**src/rtl/tone_step_sequencer.sv**
```systemverilog
// Per-voice step sequencer: beat timing, writable note/pan memory, step mask,
// loop or one-shot playback, driving 32-bit left/right frequency words.
module tone_step_sequencer #(
    parameter int unsigned STEPS          = 16,
    parameter int unsigned BEATS_PER_STEP = 4,
    parameter int unsigned TICK_DIV       = 25000000,
    parameter int unsigned SIL            = 50000000
) (
    input  logic                       clk,
    input  logic                       rst,
    input  logic                       en,
    input  logic                       start,
    input  logic                       loop,
    input  logic [STEPS-1:0]           step_mask,
    input  logic                       wr_en,
    input  logic [$clog2(STEPS)-1:0]   wr_addr,
    input  logic [5:0]                 wr_data,
    output logic [31:0]                toneL,
    output logic [31:0]                toneR,
    output logic [$clog2(STEPS)-1:0]   step_idx,
    output logic                       playing,
    output logic                       done
);

    localparam int unsigned AW = $clog2(STEPS);
    localparam int unsigned TW = $clog2(TICK_DIV);
    localparam int unsigned BW = (BEATS_PER_STEP > 1) ? $clog2(BEATS_PER_STEP) : 1;
    localparam logic [TW-1:0] TICK_LAST = TW'(TICK_DIV - 1);
    localparam logic [BW-1:0] BEAT_LAST = BW'(BEATS_PER_STEP - 1);
    localparam logic [AW-1:0] STEP_LAST = AW'(STEPS - 1);
    localparam logic [31:0]   SIL_W     = 32'(SIL);

    typedef enum logic [1:0] {IDLE, PLAY, PAUSE} state_t;

    state_t         state;
    logic [TW-1:0]  tick_cnt;
    logic [BW-1:0]  beat_cnt;
    logic [5:0]     mem [STEPS];

    logic [5:0]     cur_entry;
    logic           cur_on;
    logic [31:0]    cur_freq;

    // Note code to frequency word; codes 0 and 15 are silent.
    function automatic logic [31:0] freq(input logic [3:0] code);
        case (code)
            4'd1:    freq = 32'd262;
            4'd2:    freq = 32'd294;
            4'd3:    freq = 32'd330;
            4'd4:    freq = 32'd349;
            4'd5:    freq = 32'd392;
            4'd6:    freq = 32'd440;
            4'd7:    freq = 32'd494;
            4'd8:    freq = 32'd524;
            4'd9:    freq = 32'd588;
            4'd10:   freq = 32'd660;
            4'd11:   freq = 32'd698;
            4'd12:   freq = 32'd784;
            4'd13:   freq = 32'd880;
            4'd14:   freq = 32'd988;
            default: freq = SIL_W;
        endcase
    endfunction

    assign cur_entry = mem[step_idx];
    assign cur_on    = step_mask[step_idx];
    assign cur_freq  = freq(cur_entry[3:0]);

    // Note/pan memory; reset restores the ascending default scale on both channels.
    always_ff @(posedge clk or negedge rst) begin
        if (!rst) begin
            for (int unsigned i = 0; i < STEPS; i++) begin
                mem[i] <= {2'b11, 4'((i % 14) + 1)};
            end
        end else if (wr_en) begin
            mem[wr_addr] <= wr_data;
        end
    end

    // Playback FSM with beat/step counters and registered tone outputs.
    always_ff @(posedge clk or negedge rst) begin
        if (!rst) begin
            state    <= IDLE;
            tick_cnt <= '0;
            beat_cnt <= '0;
            step_idx <= '0;
            toneL    <= SIL_W;
            toneR    <= SIL_W;
            playing  <= 1'b0;
            done     <= 1'b0;
        end else begin
            done <= 1'b0;

            if (state != IDLE && en) begin
                toneL <= (cur_entry[5] && cur_on) ? cur_freq : SIL_W;
                toneR <= (cur_entry[4] && cur_on) ? cur_freq : SIL_W;
            end else begin
                toneL <= SIL_W;
                toneR <= SIL_W;
            end

            if (start) begin
                state    <= PLAY;
                tick_cnt <= '0;
                beat_cnt <= '0;
                step_idx <= '0;
                playing  <= 1'b1;
            end else begin
                case (state)
                    IDLE: begin
                        playing <= 1'b0;
                    end
                    PLAY, PAUSE: begin
                        if (!en) begin
                            state <= PAUSE;
                        end else begin
                            state <= PLAY;
                            if (tick_cnt != TICK_LAST) begin
                                tick_cnt <= tick_cnt + TW'(1);
                            end else begin
                                tick_cnt <= '0;
                                if (beat_cnt != BEAT_LAST) begin
                                    beat_cnt <= beat_cnt + BW'(1);
                                end else begin
                                    beat_cnt <= '0;
                                    if (step_idx != STEP_LAST) begin
                                        step_idx <= step_idx + AW'(1);
                                    end else if (loop) begin
                                        step_idx <= '0;
                                    end else begin
                                        // One-shot end: hold on the last step.
                                        state   <= IDLE;
                                        playing <= 1'b0;
                                        done    <= 1'b1;
                                    end
                                end
                            end
                        end
                    end
                    default: begin
                        state   <= IDLE;
                        playing <= 1'b0;
                    end
                endcase
            end
        end
    end

endmodule
```
**config.mk**
```make
export PLATFORM = sky130hd
export DESIGN_NAME = tone_step_sequencer
export DESIGN_NICKNAME = d
export VERILOG_FILES = /design/src/rtl/tone_step_sequencer.sv
export SDC_FILE = /design/constraint.sdc
export NUM_CORES = 1
export LEC_CHECK = 0
export CAP_MARGIN = 20
export CORE_MARGIN = 2
export CORE_UTILIZATION = 30
export DETAILED_ROUTE_END_ITERATION = 10
export GPL_TIMING_DRIVEN = 0
export PLACE_DENSITY = 0.5
export SYNTH_ARGS = -nofsm -noshare
export SYNTH_HDL_FRONTEND = slang
export SYNTH_SLANG_ARGS = --single-unit
```
**constraint.sdc**
```tcl
create_clock -name clk -period 3.89 [get_ports clk]
set_input_delay 0.389 -clock clk [delete_from_list [all_inputs] [get_ports clk]]
set_output_delay 0.389 -clock clk [all_outputs]
set_load 0.005 [all_outputs]
```
=== Yosys cells after proc, flatten, opt, wreduce, memory -nomap -nowiden ===
Memory sizes are Yosys's and may differ from the RTL's.
Index checks and enable logic that the tools add are counted.

* Flip-flop bits (word level): 195
* Memories kept: 1
* Bits of input ports: 32
* ROM bits: 336
* Output and inout bits: 70

* Reductions and logical operators: 14
* Equality and inequality tests: 13
* Add/subtract/negate cells: 3
* Bitwise logic cells: 2
* Muxes and demuxes: 49
* Order comparisons: 4

{| class="wikitable"
|+ Memories
! name !! words !! bits a word !! rd ports !! clocked after Yosys merged registers in !! write ports !! line !! RTL
|-
| (no name shown) || 16 || 21 || 1 || 0 || 0 || 46 || <nowiki>case (code)</nowiki>
|}

{| class="wikitable"
|+ Operator list
! operator !! number
|-
| 32-bit two-way mux || 4
|-
| 25-bit two-way mux || 4
|-
| 96-bit bitwise mux || 1
|-
| 4-bit two-way mux || 7
|-
| 25-bit by 1-bit adder with 25-bit output (second input constant) || 1
|-
| 25-bit != test (second input constant) || 1
|-
| 6-bit binary-select mux with 4-bit select || 1
|-
| 6-bit demux with 4-bit select || 1
|-
| 1-bit two-way mux || 19
|-
| 6-bit two-way mux || 3
|-
| 3-bit != test (second input constant) || 5
|-
| 2-bit two-way mux || 7
|-
| 5-bit greater-or-equal comparator (second input constant) || 2
|-
| 4-bit inverter with 5-bit output || 2
|-
| 5-bit AND reduction || 2
|-
| 2-bit != test (second input constant) || 4
|-
| 2-bit nonzero test || 3
|-
| 4-bit by 5-bit less-than comparator with 1-bit output (second input constant) || 1
|-
| 5-bit by 1-bit less-than comparator with 1-bit output (second input constant) || 1
|-
| 4-bit by 1-bit adder with 4-bit output (second input constant) || 1
|-
| 1-bit binary-select mux with 4-bit select || 1
|-
| 1-bit logical AND || 4
|-
| 4-bit != test (second input constant) || 1
|-
| 2-bit case mux with 2 select lines || 1
|-
| other kinds (8) || 8
|}

=== Longest topological paths before layout ===
* Depth after elaboration: 7
* Gate-level depth with buffers: 13

=== Worst setup path after synthesis ===
Ideal clock, no wire load.

* Path type: register to register
* From: register step_idx[0]
* To: register toneR[6]
* Path slack: 1116 ps
* Setup time: 123 ps
* Buffers on the path: 3
* Clock period less this slack: 2774 ps
* Arrival: 2651 ps
* Cell stages (with the launch flop): 12
* Data required time: 3767 ps
* Cells stage by stage: dfrtp_1 -> buf_4 -> buf_6 -> mux4_2 -> a22o_1 -> a221oi_2 -> inv_1 -> ha_1 -> clkbuf_1 -> mux2_2 -> mux2i_1 -> nor2_1

* Longest elaborated chain between the ends: 7
* Elaborated cells on any way between the ends: 10
* Those cells by class: mux: 7; bitwise: 1; reduce/logical: 1; memory: 1

{| class="wikitable"
|+ RTL lines
! what !! line !! RTL
|-
| start, declared || 20 || <nowiki>output logic [$clog2(STEPS)-1:0] step_idx,</nowiki>
|-
| start signal, assigned || 127 || <nowiki>step_idx <= step_idx + AW'(1);</nowiki>
|-
| 4-bit inverter with 5-bit output (not written as such) || 65 || <nowiki>assign cur_entry = mem[step_idx];</nowiki>
|-
| 6-bit binary-select mux with 4-bit select || 65 ||
|-
| 6-bit two-way mux (not written as such) (2 in series) || 65 ||
|-
| memory read 16 x 21 bit / 1-bit logical AND (equally long branches) || -- ||
|-
| 32-bit two-way mux (*) || 96 || <nowiki>toneR <= (cur_entry[4] && cur_on) ? cur_freq : SIL_W;</nowiki>
|-
| 32-bit two-way mux (*) || 94 || <nowiki>if (state != IDLE && en) begin</nowiki>
|-
| end signal, assigned || 96 ||
|-
| end, declared || 19 || <nowiki>output logic [31:0] toneR,</nowiki>
|}

Every way passes the cells marked *; elsewhere a longest branch is shown, timed or not. The select of a mux whose other input is x is not followed.
A chain may end at the register's enable or synchronous reset.

=== Worst setup path in the final report ===
* From: register step_idx[1]
* To: register toneR[6]

The elaborated chain is that of the path after synthesis.

==> results.py <==
metrics = {
    "outcome": {
        "status": "completed",
    },
    "floorplanning": {
        "start_util": 0.305,
        "die_area_sq_um": 27700,
        "die_width_microns": 167,
        "design.core.area_sq_um": 26000,
        "die_h_microns": 167,
        "placementRows": 59,
        "ioPinCount": 102,
    },
    "logic_synthesis": {
        "synth_common_cells": "101 x mux2_2, 87 x dfrtp_1, 66 x dfstp_2, 51 x nor2_1, 47 x buf_4",
        "synth_area_leader_cell": "dfrtp_1",
        "ys_seq_area_frac": 0.493,
        "synth_ff_type": "dfrtp_1",
        "synthTopCellsByArea": "dfrtp_1 27%, dfstp_2 22%, mux2_2 14%",
        "syn_area_sq_um": 7930,
        "synth_edf_count": 0,
        "synth_warnings": 0,
        "synth_top_cell_area_share": 0.275,
        "synth_most_common_cell": "mux2_2",
        "syn_inst": 646,
        "ys_types": 62,
        "ys_seq_elements": 153,
        "syn_avg_cell_area_sq_um": 12.3,
        "synthArstFlopShare": 1.00,
    },
    "sta": {
        "maxSlewHeadroom": 0.374,
        "fmax_mhz": 288,
        "tightest_slew_ns": 0.935,
        "tns_ns": 0,
        "rsz0062_at_grt": "no",
        "hold_viol_final": 0,
        "period_share": 0.894,
        "skew_ns": 0.0139,
        "timing.hold.ws_ns": 0.470,
        "fin_crit_ns": 3.48,
        "finalSetupViolCount": 0,
        "drv_slew": 0,
    },
    "place": {
        "dp_cells": 1082,
        "dp_hpwl_mm": 13.7,
        "numPortBuffers": 79,
        "place.gp.congestion": 0.753,
    },
    "pwr": {
        "peakVddDrop_mv": 0.231,
        "power.total_mw": 4.67,
        "power_density_nw_per_um2": 473,
        "p_leak_nw": 4.01,
    },
    "run": {
        "maxCapViolCount": 0,
    },
    "setup_path": {
        "worstPathRequired_ns": 4.20,
        "crit_fanout": 10,
        "cp-start-kind": "flip-flop",
        "cp.arrival_ns": 3.79,
        "setup.worst_path.end_class": "flip-flop",
        "worstSetupPathType": "reg -> reg",
    },
    "layout": {
        "areaGrowthSynthToFinish_pct": 24.5,
        "layout.cells.non_filler": 1115,
        "drive_above_1_share": 0.377,
        "diodes": 0,
        "nNetsFinal": 810,
    },
    "global_route": {
        "grt_usage": 0.142,
        "grt_start_max_net_pins": 103,
        "grt_antenna_before_repair": 0,
        "first_global_vias": 5449,
        "grt_pass1_wl_mm": 30.8,
        "grt_overflow": 0,
    },
    "drt": {
        "routed_wl_mm": 19.2,
        "drtIter0Drc": 198,
        "dr.pass1.iters": 4,
        "via_count": 5308,
        "ant_nets": 0,
        "drcViolationCount": 0,
        "avgRoutedWirePerCell_microns": 17.2,
        "via_per_inst": 4.76,
    },
    "clock_tree": {
        "htreeDepth": 4,
        "cts_tree": "built",
        "clkLatencyLatePin_ns": 0.43,
        "clock-sinks": 153,
        "cts.clk_slew.worst_paths_ns": 0.07,
        "cts_made_buffers": 17,
        "clockBufferDepth": 2,
        "cts-root-buf": "clkbuf_16",
    },
    "min_path": {
        "hold_path.class": "in -> async",
    },
}
==> flip-flops by register name, indices dropped and copies added, names as in the netlist <==
signal and cells:
toneR 11, mem 96, state 2, beat_cnt 2, done 1, playing 1
tick_cnt 25, toneL 11, step_idx 4
==> layout make-up <==
cell class,instances,area (sq um)
tap,335,419
sequential,153,3910
fill,2581,16100
clock buffer,18,439
timing repair buffer,81,833
buffer,74,474
multi-input combinational,427,3570
inverter,13,48.8
clock inverter,14,170
==> cell usage in the layout (no fill, tap or decap), drive strengths merged, types with 4 or more instances in the layout <==
cell type and n:
a211oi 7, a21o 4, a21oi 17, a22o 9, buf 61, clkbuf 33
clkdlybuf4s50 78, clkinv 5, conb 22, dfrtp 87, dfstp 66, ha 11
inv 17, mux2 101, mux2i 14, mux4 22, nand2 27, nand2b 8
nand3 15, nand3b 4, nand4 14, nor2 53, nor2b 7, nor3 12
nor3b 4, o21ai 8, or3 7, xnor2 6, xor2 13
==> stage by stage <==
stage	instance area [sq um]	setup WS, ns	util
floorplan	8010	1.12	-
global placement	9220	-4.12	0.355
detailed placement	9250	0.382	0.356
CTS	9870	0.338	0.380
global route	9870	0.179	0.380
finish	9870	0.414	0.380
==> critical path, stage by stage (launching register included) <==
cell and delay (ns):
dfrtp_1 0.42, buf_4 0.21, buf_4 0.26, buf_2 0.32, mux4_2 0.37, a221oi_2 0.60
inv_1 0.17, ha_1 0.22, clkbuf_1 0.21, mux2_2 0.31, mux2i_1 0.18, nor2_1 0.07
==> layer usage <==
metal,share of wire,wire [microns],global-route usage,vias up
met5,0,0,0,-
met4,0.012,239,0.0431,0
met3,0.038,736,0.0290,15
met2,0.46,8730,0.220,115
met1,0.49,9460,0.201,2654
li1,-,-,-,2524
==> cells by family (layout without fill, tap and decap cells) <==
| family | Yosys count | after routing | synth area share |
|---|---|---|---|
| buffers and inverters | 87 | 200 | 0.0660 |
| other | 1 | 22 | 0.000473 |
| AO/OA/AOI/OAI | 70 | 70 | 0.0652 |
| AND/OR/NAND/NOR | 168 | 168 | 0.113 |
| flip-flops | 153 | 153 | 0.493 |
| multiplexers | 137 | 137 | 0.224 |
| XOR/XNOR | 19 | 19 | 0.0210 |
| adder cells (fa/ha/maj) | 11 | 11 | 0.0174 |
==> report_power, final <==
group	switching, mW	total [mW]	internal (mW)
registers	0.128	2.09	1.96
logic	0.379	0.855	0.476
clock network	0.699	1.73	1.03
==> path summary, 6_finish.rpt <==
check,start,end,slack [ns],depth (start not counted)
max,step_idx[1]$_DFFE_PN0P_,toneR[6]$_DFF_PN0_,0.41,11
min,rst,mem[19]$_DFFE_PN0P_,0.47,2
max reg2reg,step_idx[1]$_DFFE_PN0P_,toneR[6]$_DFF_PN0_,0.41,11
min reg2reg,state[0]$_DFFE_PN0P_,state[0]$_DFFE_PN0P_,0.50,2
max in group asynchronous,rst,toneR[7]$_DFF_PN1_,2.57,3
min in group clk,state[0]$_DFFE_PN0P_,state[0]$_DFFE_PN0P_,0.50,2
==> what timing repair did <==
| item | 4_1_cts | 5_1_grt |
|---|---|---|
| hold endpoints to repair | 14 | 0 |
| resized for setup | 0 | 0 |
| hold buffers | 1 | 0 |
| setup buffers | 0 | 0 |
(Power assumes the default switching activity.)
